File: src/rtl/dac_window_discriminator_if.sv
// Signal bundle for the DAC window discriminator: per-sample inputs, event configuration
// and decision outputs. The discriminator itself uses the slave side.
interface dac_window_discriminator_if #(
    parameter int unsigned NUM_WIN = 2,
    parameter int unsigned DATA_W  = 16,
    parameter int unsigned CNT_W   = 16
) ();

    logic                        enable;
    logic                        sample_valid;
    logic [DATA_W-1:0]           sample;
    logic                        trig;
    logic [NUM_WIN*CNT_W-1:0]    win_start;
    logic [NUM_WIN*CNT_W-1:0]    win_stop;
    logic [NUM_WIN*DATA_W-1:0]   win_level;
    logic [NUM_WIN-1:0]          win_pol;
    logic [NUM_WIN-1:0]          win_excl;
    logic [CNT_W-1:0]            stop_max;
    logic [CNT_W-1:0]            refractory;

    logic                        accept;
    logic                        reject;
    logic                        busy;
    logic [1:0]                  state;
    logic [NUM_WIN-1:0]          win_hit;
    logic [CNT_W-1:0]            sample_idx;

    modport master (
        output enable, sample_valid, sample, trig,
        output win_start, win_stop, win_level, win_pol, win_excl, stop_max, refractory,
        input  accept, reject, busy, state, win_hit, sample_idx
    );

    modport slave (
        input  enable, sample_valid, sample, trig,
        input  win_start, win_stop, win_level, win_pol, win_excl, stop_max, refractory,
        output accept, reject, busy, state, win_hit, sample_idx
    );

endinterface

File: src/rtl/dac_window_discriminator.sv
// Triggered time/amplitude window discriminator: after a trigger edge, tracks per-window
// amplitude hits over indexed samples, then emits a one-cycle accept or reject pulse.
module dac_window_discriminator #(
    parameter int unsigned NUM_WIN = 2,
    parameter int unsigned DATA_W  = 16,
    parameter int unsigned CNT_W   = 16
) (
    input logic                        dataclk,
    input logic                        reset,
    dac_window_discriminator_if.slave  bus_io
);

    typedef enum logic [1:0] {
        StIdle    = 2'd0,
        StTrack   = 2'd1,
        StDecide  = 2'd2,
        StHoldoff = 2'd3
    } state_e;

    localparam logic [CNT_W-1:0] One = CNT_W'(1);

    state_e                      state_q, state_d;
    logic                        trig_prev_q;
    logic [NUM_WIN-1:0]          win_hit_q, win_hit_d;
    logic [CNT_W-1:0]            sample_idx_q, sample_idx_d;
    logic [CNT_W-1:0]            hold_cnt_q, hold_cnt_d;
    logic                        accept_q, accept_d;
    logic                        reject_q, reject_d;
    logic                        latch_cfg;

    logic [NUM_WIN*CNT_W-1:0]    start_q, stop_q;
    logic [NUM_WIN*DATA_W-1:0]   level_q;
    logic [NUM_WIN-1:0]          pol_q, excl_q;
    logic [CNT_W-1:0]            stop_max_q, refr_q;

    logic                        trigger;
    logic [CNT_W-1:0]            eval_idx;
    logic [NUM_WIN-1:0]          hit_now;
    logic [NUM_WIN-1:0]          pass;
    logic                        use_inputs;

    assign trigger    = bus_io.sample_valid && bus_io.trig && !trig_prev_q;
    // The trigger sample is scored against the config being latched in the same cycle.
    assign use_inputs = (state_q == StIdle);
    assign eval_idx   = use_inputs ? '0 : sample_idx_q;

    for (genvar g = 0; g < NUM_WIN; g++) begin : g_win
        logic [CNT_W-1:0]  lo, hi;
        logic [DATA_W-1:0] lvl;
        logic              pol;
        logic              in_time, in_amp;

        assign lo  = use_inputs ? bus_io.win_start[g*CNT_W +: CNT_W] : start_q[g*CNT_W +: CNT_W];
        assign hi  = use_inputs ? bus_io.win_stop[g*CNT_W +: CNT_W]  : stop_q[g*CNT_W +: CNT_W];
        assign lvl = use_inputs ? bus_io.win_level[g*DATA_W +: DATA_W]
                                : level_q[g*DATA_W +: DATA_W];
        assign pol = use_inputs ? bus_io.win_pol[g] : pol_q[g];

        assign in_time    = (eval_idx >= lo) && (eval_idx <= hi);
        assign in_amp     = pol ? (bus_io.sample >= lvl) : (bus_io.sample <= lvl);
        assign hit_now[g] = in_time && in_amp;
        assign pass[g]    = excl_q[g] ? !win_hit_q[g] : win_hit_q[g];
    end

    always_comb begin
        state_d      = state_q;
        win_hit_d    = win_hit_q;
        sample_idx_d = sample_idx_q;
        hold_cnt_d   = hold_cnt_q;
        accept_d     = 1'b0;
        reject_d     = 1'b0;
        latch_cfg    = 1'b0;

        unique case (state_q)
            StIdle: begin
                // Clearing here rather than on the DECIDE exit keeps win_hit visible
                // during the accept/reject cycle.
                win_hit_d    = '0;
                sample_idx_d = '0;
                hold_cnt_d   = '0;
                if (bus_io.enable && trigger) begin
                    latch_cfg    = 1'b1;
                    win_hit_d    = hit_now;
                    sample_idx_d = One;
                    state_d      = (bus_io.stop_max == '0) ? StDecide : StTrack;
                end
            end
            StTrack: begin
                if (!bus_io.enable) begin
                    state_d      = StIdle;
                    win_hit_d    = '0;
                    sample_idx_d = '0;
                end else if (bus_io.sample_valid) begin
                    win_hit_d = win_hit_q | hit_now;
                    if (sample_idx_q != '1) begin
                        sample_idx_d = sample_idx_q + One;
                    end
                    if (sample_idx_q == stop_max_q) begin
                        state_d = StDecide;
                    end
                end
            end
            StDecide: begin
                if (&pass) begin
                    accept_d = 1'b1;
                end else begin
                    reject_d = 1'b1;
                end
                hold_cnt_d = '0;
                state_d    = (refr_q != '0) ? StHoldoff : StIdle;
            end
            StHoldoff: begin
                if (!bus_io.enable) begin
                    state_d      = StIdle;
                    win_hit_d    = '0;
                    sample_idx_d = '0;
                end else if (bus_io.sample_valid) begin
                    if (hold_cnt_q + One == refr_q) begin
                        state_d      = StIdle;
                        win_hit_d    = '0;
                        sample_idx_d = '0;
                        hold_cnt_d   = '0;
                    end else begin
                        hold_cnt_d = hold_cnt_q + One;
                    end
                end
            end
            default: state_d = StIdle;
        endcase
    end

    always_ff @(posedge dataclk) begin
        if (reset) begin
            state_q      <= StIdle;
            trig_prev_q  <= 1'b0;
            win_hit_q    <= '0;
            sample_idx_q <= '0;
            hold_cnt_q   <= '0;
            accept_q     <= 1'b0;
            reject_q     <= 1'b0;
            start_q      <= '0;
            stop_q       <= '0;
            level_q      <= '0;
            pol_q        <= '0;
            excl_q       <= '0;
            stop_max_q   <= '0;
            refr_q       <= '0;
        end else begin
            state_q      <= state_d;
            win_hit_q    <= win_hit_d;
            sample_idx_q <= sample_idx_d;
            hold_cnt_q   <= hold_cnt_d;
            accept_q     <= accept_d;
            reject_q     <= reject_d;
            if (bus_io.sample_valid) begin
                trig_prev_q <= bus_io.trig;
            end
            if (latch_cfg) begin
                start_q    <= bus_io.win_start;
                stop_q     <= bus_io.win_stop;
                level_q    <= bus_io.win_level;
                pol_q      <= bus_io.win_pol;
                excl_q     <= bus_io.win_excl;
                stop_max_q <= bus_io.stop_max;
                refr_q     <= bus_io.refractory;
            end
        end
    end

    assign bus_io.accept     = accept_q;
    assign bus_io.reject     = reject_q;
    assign bus_io.busy       = (state_q != StIdle);
    assign bus_io.state      = state_q;
    assign bus_io.win_hit    = win_hit_q;
    assign bus_io.sample_idx = sample_idx_q;

endmodule

File: src/flat_wrapper.sv
// flat-port wrapper written by rule: the top's interface ports become plain ports
module dac_window_discriminator_flat 
#(
    parameter int unsigned NUM_WIN = 2,
    parameter int unsigned DATA_W  = 16,
    parameter int unsigned CNT_W   = 16
)
  (dataclk, reset, bus_io_enable, bus_io_sample_valid, bus_io_sample, bus_io_trig, bus_io_win_start, bus_io_win_stop, bus_io_win_level, bus_io_win_pol, bus_io_win_excl, bus_io_stop_max, bus_io_refractory, bus_io_accept, bus_io_reject, bus_io_busy, bus_io_state, bus_io_win_hit, bus_io_sample_idx);
  dac_window_discriminator_if #(.NUM_WIN(NUM_WIN), .DATA_W(DATA_W), .CNT_W(CNT_W)) bus_io_i ();
  input logic dataclk;
  input logic reset;
  input wire logic [$bits(bus_io_i.enable)-1:0] bus_io_enable;
  input wire logic [$bits(bus_io_i.sample_valid)-1:0] bus_io_sample_valid;
  input wire logic [$bits(bus_io_i.sample)-1:0] bus_io_sample;
  input wire logic [$bits(bus_io_i.trig)-1:0] bus_io_trig;
  input wire logic [$bits(bus_io_i.win_start)-1:0] bus_io_win_start;
  input wire logic [$bits(bus_io_i.win_stop)-1:0] bus_io_win_stop;
  input wire logic [$bits(bus_io_i.win_level)-1:0] bus_io_win_level;
  input wire logic [$bits(bus_io_i.win_pol)-1:0] bus_io_win_pol;
  input wire logic [$bits(bus_io_i.win_excl)-1:0] bus_io_win_excl;
  input wire logic [$bits(bus_io_i.stop_max)-1:0] bus_io_stop_max;
  input wire logic [$bits(bus_io_i.refractory)-1:0] bus_io_refractory;
  output wire logic [$bits(bus_io_i.accept)-1:0] bus_io_accept;
  output wire logic [$bits(bus_io_i.reject)-1:0] bus_io_reject;
  output wire logic [$bits(bus_io_i.busy)-1:0] bus_io_busy;
  output wire logic [$bits(bus_io_i.state)-1:0] bus_io_state;
  output wire logic [$bits(bus_io_i.win_hit)-1:0] bus_io_win_hit;
  output wire logic [$bits(bus_io_i.sample_idx)-1:0] bus_io_sample_idx;
  assign bus_io_i.enable = bus_io_enable;
  assign bus_io_i.sample_valid = bus_io_sample_valid;
  assign bus_io_i.sample = bus_io_sample;
  assign bus_io_i.trig = bus_io_trig;
  assign bus_io_i.win_start = bus_io_win_start;
  assign bus_io_i.win_stop = bus_io_win_stop;
  assign bus_io_i.win_level = bus_io_win_level;
  assign bus_io_i.win_pol = bus_io_win_pol;
  assign bus_io_i.win_excl = bus_io_win_excl;
  assign bus_io_i.stop_max = bus_io_stop_max;
  assign bus_io_i.refractory = bus_io_refractory;
  assign bus_io_accept = bus_io_i.accept;
  assign bus_io_reject = bus_io_i.reject;
  assign bus_io_busy = bus_io_i.busy;
  assign bus_io_state = bus_io_i.state;
  assign bus_io_win_hit = bus_io_i.win_hit;
  assign bus_io_sample_idx = bus_io_i.sample_idx;
  dac_window_discriminator #(.NUM_WIN(NUM_WIN), .DATA_W(DATA_W), .CNT_W(CNT_W)) u_core (.dataclk(dataclk), .reset(reset), .bus_io(bus_io_i));
endmodule
File: config.mk
export PLATFORM = sky130hd
export DESIGN_NAME = dac_window_discriminator_flat
export DESIGN_NICKNAME = d
export VERILOG_FILES = /design/src/rtl/dac_window_discriminator_if.sv /design/src/rtl/dac_window_discriminator.sv /design/src/flat_wrapper.sv
export SDC_FILE = /design/constraint.sdc
export NUM_CORES = 1
export LEC_CHECK = 0
export CORE_MARGIN = 2
export CORE_UTILIZATION = 58
export CTS_CLUSTER_DIAMETER = 120
export DETAILED_ROUTE_END_ITERATION = 8
export PLACE_DENSITY = 0.86
export RECOVER_POWER = 50
export SETUP_SLACK_MARGIN = 0.05
export SLEW_MARGIN = 15
export SYNTH_ARGS = -nofsm -noshare
export SYNTH_HDL_FRONTEND = slang
export SYNTH_SLANG_ARGS = --single-unit
File: constraint.sdc
create_clock -name dataclk -period 7.15 [get_ports dataclk]
set_input_delay 1.0725 -clock dataclk [delete_from_list [all_inputs] [get_ports dataclk]]
set_output_delay 1.0725 -clock dataclk [all_outputs]
set_load 0.01 [all_outputs]
## After elaboration in Yosys (flattened, before gate mapping)

Index checks and enable logic that the tools add are counted.

| word-level totals | value |
|---|---|
| register bits after elaboration | 171 |
| input port bits | 153 |
| output and inout bits | 23 |
| logic and storage cells | 106 |

| cells by class | value |
|---|---|
| add/subtract/negate cells | 2 |
| order comparisons | 8 |
| equality and inequality tests | 14 |
| multiplexer cells | 43 |
| bitwise operators | 2 |
| reduce and logical (&&, ||, !) cells | 23 |

Operator list:

| operator | number |
|---|---|
| 16-bit 2-to-1 mux | 16 |
| 16-bit greater-or-equal comparator | 4 |
| 16-bit less-or-equal comparator | 4 |
| 16-bit one-hot mux with 3 select lines | 1 |
| 16-bit by 1-bit adder with 16-bit output, second input constant | 2 |
| 16-bit equality test | 2 |
| 16-bit one-hot mux with 2 select lines | 1 |
| 2-bit 2-to-1 mux | 12 |
| 16-bit logical NOT | 1 |
| 16-bit != test, second input constant | 1 |
| 16-bit nonzero test | 1 |
| 1-bit 2-to-1 mux | 11 |
| 5-bit AND reduction | 2 |
| 3-bit by 2-bit != test with 1-bit output, second input constant | 3 |
| 2-bit one-hot mux with 4 select lines | 1 |
| 1-bit logical AND | 7 |
| 2-bit != test, second input constant | 3 |
| 3-bit != test, second input constant | 2 |
| 2-bit one-hot mux with 3 select lines | 1 |
| 2-bit equality test, second input constant | 2 |
| 4-bit AND reduction | 1 |
| 2-bit nonzero test | 2 |
| 2-bit OR reduction | 2 |
| 1-bit logical NOT | 3 |
| other kinds (7) | 7 |

## Logic depth before layout (Yosys ltp)

Gate-level depths: netlist (run 1).

| depth | value |
|---|---|
| depth after elaboration | 9 |
| gate-level depth with buffers | 15 |
| gate-level depth less buffers | 13 |

## Worst setup path after synthesis (run 1)

No wires, ideal clock.

| timing | value |
|---|---|
| path type | register -> register |
| start | register u_core.state_q[1], in the netlist u_core.bus_io.state[1] |
| end | register u_core.win_hit_q[1], in the netlist u_core.bus_io.win_hit[1] |
| arrival | 3,240 ps |
| setup slack | 3,789 ps |
| stages on the path, launching flop included | 15 |
| buffers on the path | 3 |
| clock period less this slack | 3,361 ps |
| cell sequence | dfxtp_1 -> clkbuf_1 -> nor2_1 -> clkbuf_1 -> buf_1 -> mux2i_1 -> ha_1 -> a21o_1 -> a21o_1 -> a21oi_1 -> nor2_1 -> a2111oi_0 -> nor2_1 -> a211oi_1 -> o2bb2ai_1 |

| between the ends | value |
|---|---|
| word-level cells in the longest chain between the ends | 9 |
| elaborated cells on any way between the ends | 25 |
| classes of those cells | order compare: 4; eq/ne: 5; mux: 10; bitwise: 1; reduce/logical: 5 |

Ends and longest elaborated chain:

| item | line | source |
|---|---|---|
| from (decl) | dac_window_discriminator.sv:22 | `state_e state_q, state_d;` |
| from (signal assigned) | dac_window_discriminator.sv:134 | `state_q <= StIdle;` |
| from (signal assigned) | dac_window_discriminator.sv:149 | `state_q <= state_d;` |
| 2-bit logical NOT | dac_window_discriminator.sv:44, dac_window_discriminator.sv:74 |  |
| 16-bit 2-to-1 mux (on tied branches) | -- |  |
| 16-bit less-or-equal comparator (tied with other cells) | dac_window_discriminator.sv:60 | `assign in_amp = pol ? (bus_io.sample >= lvl) : (bus_io.sample <= lvl);` |
| 1-bit 2-to-1 mux or 1-bit logical AND (tied branches) | dac_window_discriminator.sv:60, dac_window_discriminator.sv:59 |  |
| 1-bit logical AND | dac_window_discriminator.sv:61 | `assign hit_now[g] = in_time && in_amp;` |
| 2-bit OR | dac_window_discriminator.sv:94 | `win_hit_d = win_hit_q \| hit_now;` |
| 2-bit 2-to-1 mux | dac_window_discriminator.sv:93 | `end else if (bus_io.sample_valid) begin` |
| 2-bit 2-to-1 mux | dac_window_discriminator.sv:89 | `if (!bus_io.enable) begin` |
| 2-bit one-hot mux with 3 select lines | dac_window_discriminator.sv:74 | `unique case (state_q)` |
| to (signal assigned) | dac_window_discriminator.sv:150 | `win_hit_q <= win_hit_d;` |
| to (decl) | dac_window_discriminator.sv:24 | `logic [NUM_WIN-1:0] win_hit_q, win_hit_d;` |

Parallel ways exist; a longest one is shown, timed or not. The select of a mux whose other input is x is not followed.
A chain may end at the register's enable or synchronous reset.

==> run metrics, run 1 <==
status=complete, but fails checks; failing checks=max-capacitance violations, max-slew violations; # diodes=0; Final nets=1690; Clock Latency Late Sink=0.43 ns; CTS sink count=171; fin crit share=78.2%; clock share of power=40.5%; Initial DRC Count=935; register area share after synthesis=32.8%; sw frac=26.1%; Worst setup EP type=flop; TritonCTS clock tree=done; DR vias/cell=6.08; grt ovf=0; critical path buffer and inverter count=2; Pins Over Slew Limit=233; critical path's slowest cell=clkbuf_1; post-DP HPWL=21.4 mm; pin count of the biggest net entering global routing=92; maximum clock path buffer count=2; gr usage total=30.4%; number of flops mapped to enable cells by yosys=0; total internal power=0.00169 W; drt total wl=29.8 mm; Yosys reg bits=171; worst setup path start=reset; Critical R2R Launch=u_core.bus_io.state[1]$_SDFFE_PP0P_; die height=138 um; Comb power frac=15.9%; Crit path required time=7.47 ns; effective utilization at floorplan=58.6%; Final ANT Viol Nets=0; root buf cell=clkbuf_16; worst setup path endpoint=u_core.bus_io.win_hit[1]$_SDFFE_PP0P_; Final setup violation count=0; cells after synthesis=1321; drt pass-1 iters=6; Worst path max stage delay=2.94 ns; total CTS buffers=17; critical path data arrival time=5.91 ns; Die Area=19100 sq um; initial antenna violation count=0; Slew headroom=-173%; wire per inst=17.7 um; Vias=10200; top-level port count=176; CTS Hold Bufs=0; Crit path depth=5; kind of critical path=primary input to flop; CP startpoint kind=primary input; CP max FO=91; Clock Skew=0.0103 ns; Die Wd=138 um; Layout area overhead=22.1%; Core Util, Final=71.5%; VDD IR max=0.170 mV; Post-CTS Setup Repair Bufs=0; Rows=49; worst reg2reg path endpoint=u_core.stop_q[12]$_SDFFE_PP0P_; Worst Tran Pin Value=4.09 ns; register-to-register setup slack=1.85 ns; Leak=5.51 nW; setup_tns=0 ns; most common cell after layout, fill and taps aside=nand2_1; HP Class=flop to flop; Yosys cell types=59; layout cell share with drive strength beyond 1=2.83%; Clk pin slew, worst setup/hold paths=0.06 ns; top_reg_cell synth=dfxtp_1; syn nets=1572; Final GP Congestion=0.957; Filler Cell Count=1365; Reg power frac=43.5%; syn_area_per_cell=7.91 sq um; RSZ-0062 raised after global routing=false; # H-tree levels=4; commonest cells after routing, fill and taps aside=nand2_1, a21oi_1, dfxtp_1; worst path cell trace=clkbuf_2 > clkbuf_1 > nor3_1 > o221ai_1 > o2bb2ai_1; fmax=179 MHz; WHS=0.453 ns; PD cells=179 nW/um^2; fraction of registers with async set/reset=0%; endpoints failing hold=0; Core Area=17800 sq um; post_cts resized=0; Psw=0.000596 W; worst reg2reg path depth=7; Port Buffers=175; first-pass GRT wire length=47.9 mm; yosys warns=0; Max Cap Viol=3; vias in the first global route=9691; CP top delay family=buffers and inverters; drt drc=0; post-synthesis cell area=10500 sq um; Hold Crit Start=u_core.level_q[7]$_SDFFE_PP0P_; final worst path period need=5.59 ns
power by group through the flow:
stage	combinational [W]	sequential (W)	clock, W
after floorplan	0.000202	0.00101	0
after global placement	0.000347	0.00101	0
after detailed placement	0.000357	0.00102	0
after CTS	0.000361	0.000994	0.000929
after global routing	0.000397	0.000997	0.000969
final	0.000364	0.000995	0.000926
Yosys cell counts, types with 11 or more instances:
library cell	instances	share of area [%]
a31oi_1	11	0.66
nand3_1	28	1.3
nand2_1	321	12
o21ai_0	30	1.4
and2_1	13	0.78
a311oi_1	11	0.92
nand4_1	28	1.7
nor2b_1	11	0.66
a21o_1	26	1.9
a21oi_1	181	8.7
mux2i_1	99	9.5
xnor2_1	17	1.4
ha_1	98	12
xor2_1	23	1.9
dfxtp_1	171	33
nor2_1	40	1.4
nor3_1	19	0.91
nand2b_1	13	0.78
clkbuf_1	63	2.3
nor4_1	16	0.96
inv_1	14	0.50
metrics by stage:
stage	setup slack [ns]	instance area [sq um]	instances	total power [W]
2_1_floorplan	3.79	10500	1321	0.00121
3_3_place_gp	3.08	12200	1649	0.00136
3_5_place_dp	3.02	12200	1649	0.00137
4_1_cts	2.86	12800	1680	0.00228
5_1_grt	1.28	12800	1680	0.00236
6_report	1.56	12800	1680	0.00228
metal layers:
layer / GRT usage [%] / share of wire, %
met1: 38.9 / 41
met2: 51.4 / 49
met3: 5.09 / 7.0
met4: 11.7 / 3.1
met5: 0 / 0
tightest hold or removal path: stages (launching register included):
cell and delay, ns:
dfxtp_1 0.31, nand2_1 0.05, a21oi_1 0.05
worst min path at each step:
stage                                                  to  slack (ns)  cells past startpoint
final                      u_core.level_q[7]$_SDFFE_PP0P_        0.45                      2
after floorplan           u_core.level_q[10]$_SDFFE_PP0P_        0.44                      2
after detailed placement   u_core.level_q[7]$_SDFFE_PP0P_        0.45                      2
after global placement     u_core.stop_q[23]$_SDFFE_PP0P_        0.44                      2
after global routing       u_core.level_q[4]$_SDFFE_PP0P_        0.47                      2
after CTS                  u_core.level_q[7]$_SDFFE_PP0P_        0.45                      2
cell type report:
class / instances / area (sq um) / share of cell area (%)
multi-input cells: 1053 / 6630 / 52.0
flip-flops and latches: 171 / 3420 / 26.8
repair buffers: 182 / 1790 / 14.0
clock buffers: 22 / 464 / 3.64
well taps: 229 / 287 / 2.25
clock inverters: 9 / 115 / 0.902
inverters: 14 / 52.6 / 0.412
registers in the layout (all words and copies together), names as in the netlist, 16 cells and up:
register,cells
u_core.stop_max_q,16
u_core.hold_cnt_q,16
u_core.level_q,32
u_core.stop_q,32
u_core.refr_q,16
u_core.bus_io.sample_idx,16
u_core.start_q,32
cell families (layout without fill, tap and decap cells):
logic type | count (synthesis) | count (layout) | share of synthesized area (%)
adders and majority gates | 98 | 98 | 11.7
AOI/OAI and AO/OA | 298 | 298 | 16.8
buffers and inverters | 97 | 227 | 3.69
xor gates and xnor gates | 40 | 40 | 3.35
and+or+nand+nor | 518 | 518 | 22.2
muxes | 99 | 99 | 9.48
DFF | 171 | 171 | 32.8
No activity file was read; power rests on OpenSTA's default activity.
==> run 2: changes to the inputs <==
--- a/config.mk
+++ b/config.mk
@@ -6,10 +6,10 @@
 export NUM_CORES = 1
 export LEC_CHECK = 0
 export CORE_MARGIN = 2
-export CORE_UTILIZATION = 58
+export CORE_UTILIZATION = 49
 export CTS_CLUSTER_DIAMETER = 120
 export DETAILED_ROUTE_END_ITERATION = 8
-export PLACE_DENSITY = 0.86
+export PLACE_DENSITY = 0.77
 export RECOVER_POWER = 50
 export SETUP_SLACK_MARGIN = 0.05
 export SLEW_MARGIN = 15
==> constraint.sdc (replaced) <==
create_clock -name dataclk -period 5.09 [get_ports dataclk]
set_input_delay 0.7635 -clock dataclk [delete_from_list [all_inputs] [get_ports dataclk]]
set_output_delay 0.7635 -clock dataclk [all_outputs]
set_load 0.01 [all_outputs]
==> run 2 against run 1 <==
Largest cell class unchanged; the flow still finishes with violations (max-capacitance violations, max-slew violations); final cell count increased by 2.9%; cell area increased by 1.3%; sequential power increased by 41%; critical path depth increased by 1; global-route usage decreased by 3.4 points; wire length increased by 2.2%; register-to-register slack got worse by 0.48 ns; sequential share of layout area decreased by 0.35 points; via count decreased by 3.5%; non-clock buffer count unchanged.
==> run metrics, run 2 (synthesized netlist as in run 1, its figures left out) <==
gr usage total=27.0% (was 30.4%); Port Buffers=175 (unchanged); drt pass-1 iters=6 (unchanged); wire per inst=17.6 um (was 17.7 um); DR vias/cell=5.71 (was 6.08); Final nets=1690 (unchanged); Reg power frac=42.4% (was 43.5%); Worst Tran Pin Value=2.50 ns (was 4.09 ns); die height=150 um (was 138 um); fin crit share=79.4%; Die Area=22500 sq um (was 19100 sq um); Clk pin slew, worst setup/hold paths=0.07 ns (was 0.06 ns); Final Worst Setup Slack=1.05 ns (was 1.56 ns); Layout Cells excl Fill=1728 (was 1680); Final setup violation count=0 (unchanged); Leak=5.57 nW (was 5.51 nW); pin count of the biggest net entering global routing=105 (was 92); worst path cell trace=dlygate4sd3_1 > nand4b_1 > nor2_1 > buf_12 > nand2_1 > a21oi_1 (was clkbuf_2 > clkbuf_1 > nor3_1 > o221ai_1 > o2bb2ai_1); root buf cell=clkbuf_16 (unchanged); Clock Skew=0.00910 ns (was 0.0103 ns); Post-CTS Setup Repair Bufs=0 (unchanged); setup_tns=0 ns (unchanged); CP top delay family=simple AND/OR/NAND/NOR gates (was buffers and inverters); commonest cells after routing, fill and taps aside=nand2_1, a21oi_1, dfxtp_1 (unchanged); Rows=53 (was 49); critical path data arrival time=4.37 ns (was 5.91 ns); endpoints failing hold=0 (unchanged); post-DP HPWL=21.6 mm (was 21.4 mm); first-pass GRT wire length=47.7 mm (was 47.9 mm); total internal power=0.00241 W (was 0.00169 W); CTS sink count=171 (unchanged); Clock Latency Late Sink=0.44 ns (was 0.43 ns); status=complete, but fails checks (unchanged); sw frac=26.8% (was 26.1%); most common cell after layout, fill and taps aside=nand2_1 (unchanged); vias in the first global route=9336 (was 9691); drt drc=0 (unchanged); Worst path max stage delay=1.92 ns (was 2.94 ns); critical path buffer and inverter count=2 (unchanged); top-level port count=176 (unchanged); CP max FO=51 (was 91); VDD IR max=0.201 mV (was 0.170 mV); Final GP Congestion=0.941 (was 0.957); final worst path period need=4.04 ns; total CTS buffers=17 (unchanged); Psw=0.000881 W (was 0.000596 W); PD cells=255 nW/um^2 (was 179 nW/um^2); Initial DRC Count=845 (was 935); CP startpoint kind=primary input (unchanged); # H-tree levels=4 (unchanged); Slew headroom=-67.5% (was -173%); TritonCTS clock tree=done (unchanged); Power, Total=0.00329 W (was 0.00228 W); failing checks=max-capacitance violations, max-slew violations (unchanged); Pins Over Slew Limit=130 (was 233); critical path's slowest cell=nor2_1 (was clkbuf_1); CTS Hold Bufs=0 (unchanged); HP Class=flop to flop (unchanged); post_cts resized=0 (unchanged); dpl ws=1.59 ns (was 3.02 ns); RSZ-0062 raised after global routing=false (unchanged); Vias=9860 (was 10200); Core Area=21000 sq um (was 17800 sq um); Layout area overhead=23.7% (was 22.1%); clock share of power=42.1% (was 40.5%); Worst setup EP type=flop (unchanged); layout cell share with drive strength beyond 1=3.31% (was 2.83%); Max Cap Viol=2 (was 3); drt total wl=30.4 mm (was 29.8 mm); fmax=247 MHz; maximum clock path buffer count=2 (unchanged); Comb power frac=15.5% (was 15.9%); Die Wd=150 um (was 138 um); Crit path required time=5.42 ns (was 7.47 ns); kind of critical path=primary input to flop (unchanged); initial antenna violation count=1 (was 0); Final ANT Viol Nets=0 (unchanged); effective utilization at floorplan=49.9% (was 58.6%); grt ovf=0 (unchanged); # placed instances=1694 (was 1649); Regs by FF count=u_core.level_q x32, u_core.start_q x32, u_core.stop_q x32 (unchanged)
==> run 2: per-layer routing <==
layer,up-vias,track usage [%],part of all wire [%]
li1,4895,-,-
met5,-,0,0
met2,374,42.7,46
met4,0,12.6,3.9
met1,4504,35.2,43
met3,87,5.55,6.9
==> run 2: tightest hold or removal path, delay by kind of cell, from the launching register on <==
kind | cells | cell delay (ns)
AO/OA/AOI/OAI | 1 | 0.05
flip-flops | 1 | 0.31
AND/OR/NAND/NOR | 1 | 0.05
==> run 2: final timing paths <==
| kind | start | end | slack (ns) | cells past startpoint |
|---|---|---|---|---|
| max | bus_io_sample_valid | u_core.excl_q[0]$_SDFFE_PP0P_ | 1.05 | 6 |
| min | u_core.stop_q[12]$_SDFFE_PP0P_ | u_core.stop_q[12]$_SDFFE_PP0P_ | 0.45 | 2 |
| max reg2reg | u_core.bus_io.state[1]$_SDFFE_PP0P_ | u_core.excl_q[0]$_SDFFE_PP0P_ | 1.37 | 6 |
| min reg2reg | u_core.stop_q[12]$_SDFFE_PP0P_ | u_core.stop_q[12]$_SDFFE_PP0P_ | 0.45 | 2 |
==> run 2: layout make-up <==
type / instances / area (sq um)
Fill cell: 1843 / 8030
Multi-Input combinational cell: 1053 / 6650
Sequential cell: 171 / 3420
Timing Repair Buffer: 182 / 1840
Clock buffer: 18 / 429
Tap cell: 275 / 344
Clock inverter: 14 / 184
Inverter: 14 / 52.6
Antenna cell: 1 / 2.50
==> run 2: power by group through the flow <==
| stage | clock network [W] | registers, W | logic [W] |
|---|---|---|---|
| global route | 0.00146 | 0.00140 | 0.000558 |
| detailed placement | 0 | 0.00143 | 0.000504 |
| CTS | 0.00140 | 0.00140 | 0.000509 |
| floorplan | 0 | 0.00142 | 0.000284 |
| global placement | 0 | 0.00142 | 0.000493 |
| finish | 0.00138 | 0.00140 | 0.000510 |
==> run 2: per-stage QoR <==
stage | hold WS [ns] | cell area, sq um | util, %
6_report | 0.454 | 12900 | 61.7
5_1_grt | 0.471 | 12900 | 61.7
4_1_cts | 0.455 | 12900 | 61.7
3_5_place_dp | 0.446 | 12300 | 58.8
3_3_place_gp | 0.441 | 12300 | 58.8
2_1_floorplan | 0.436 | 10500 | -
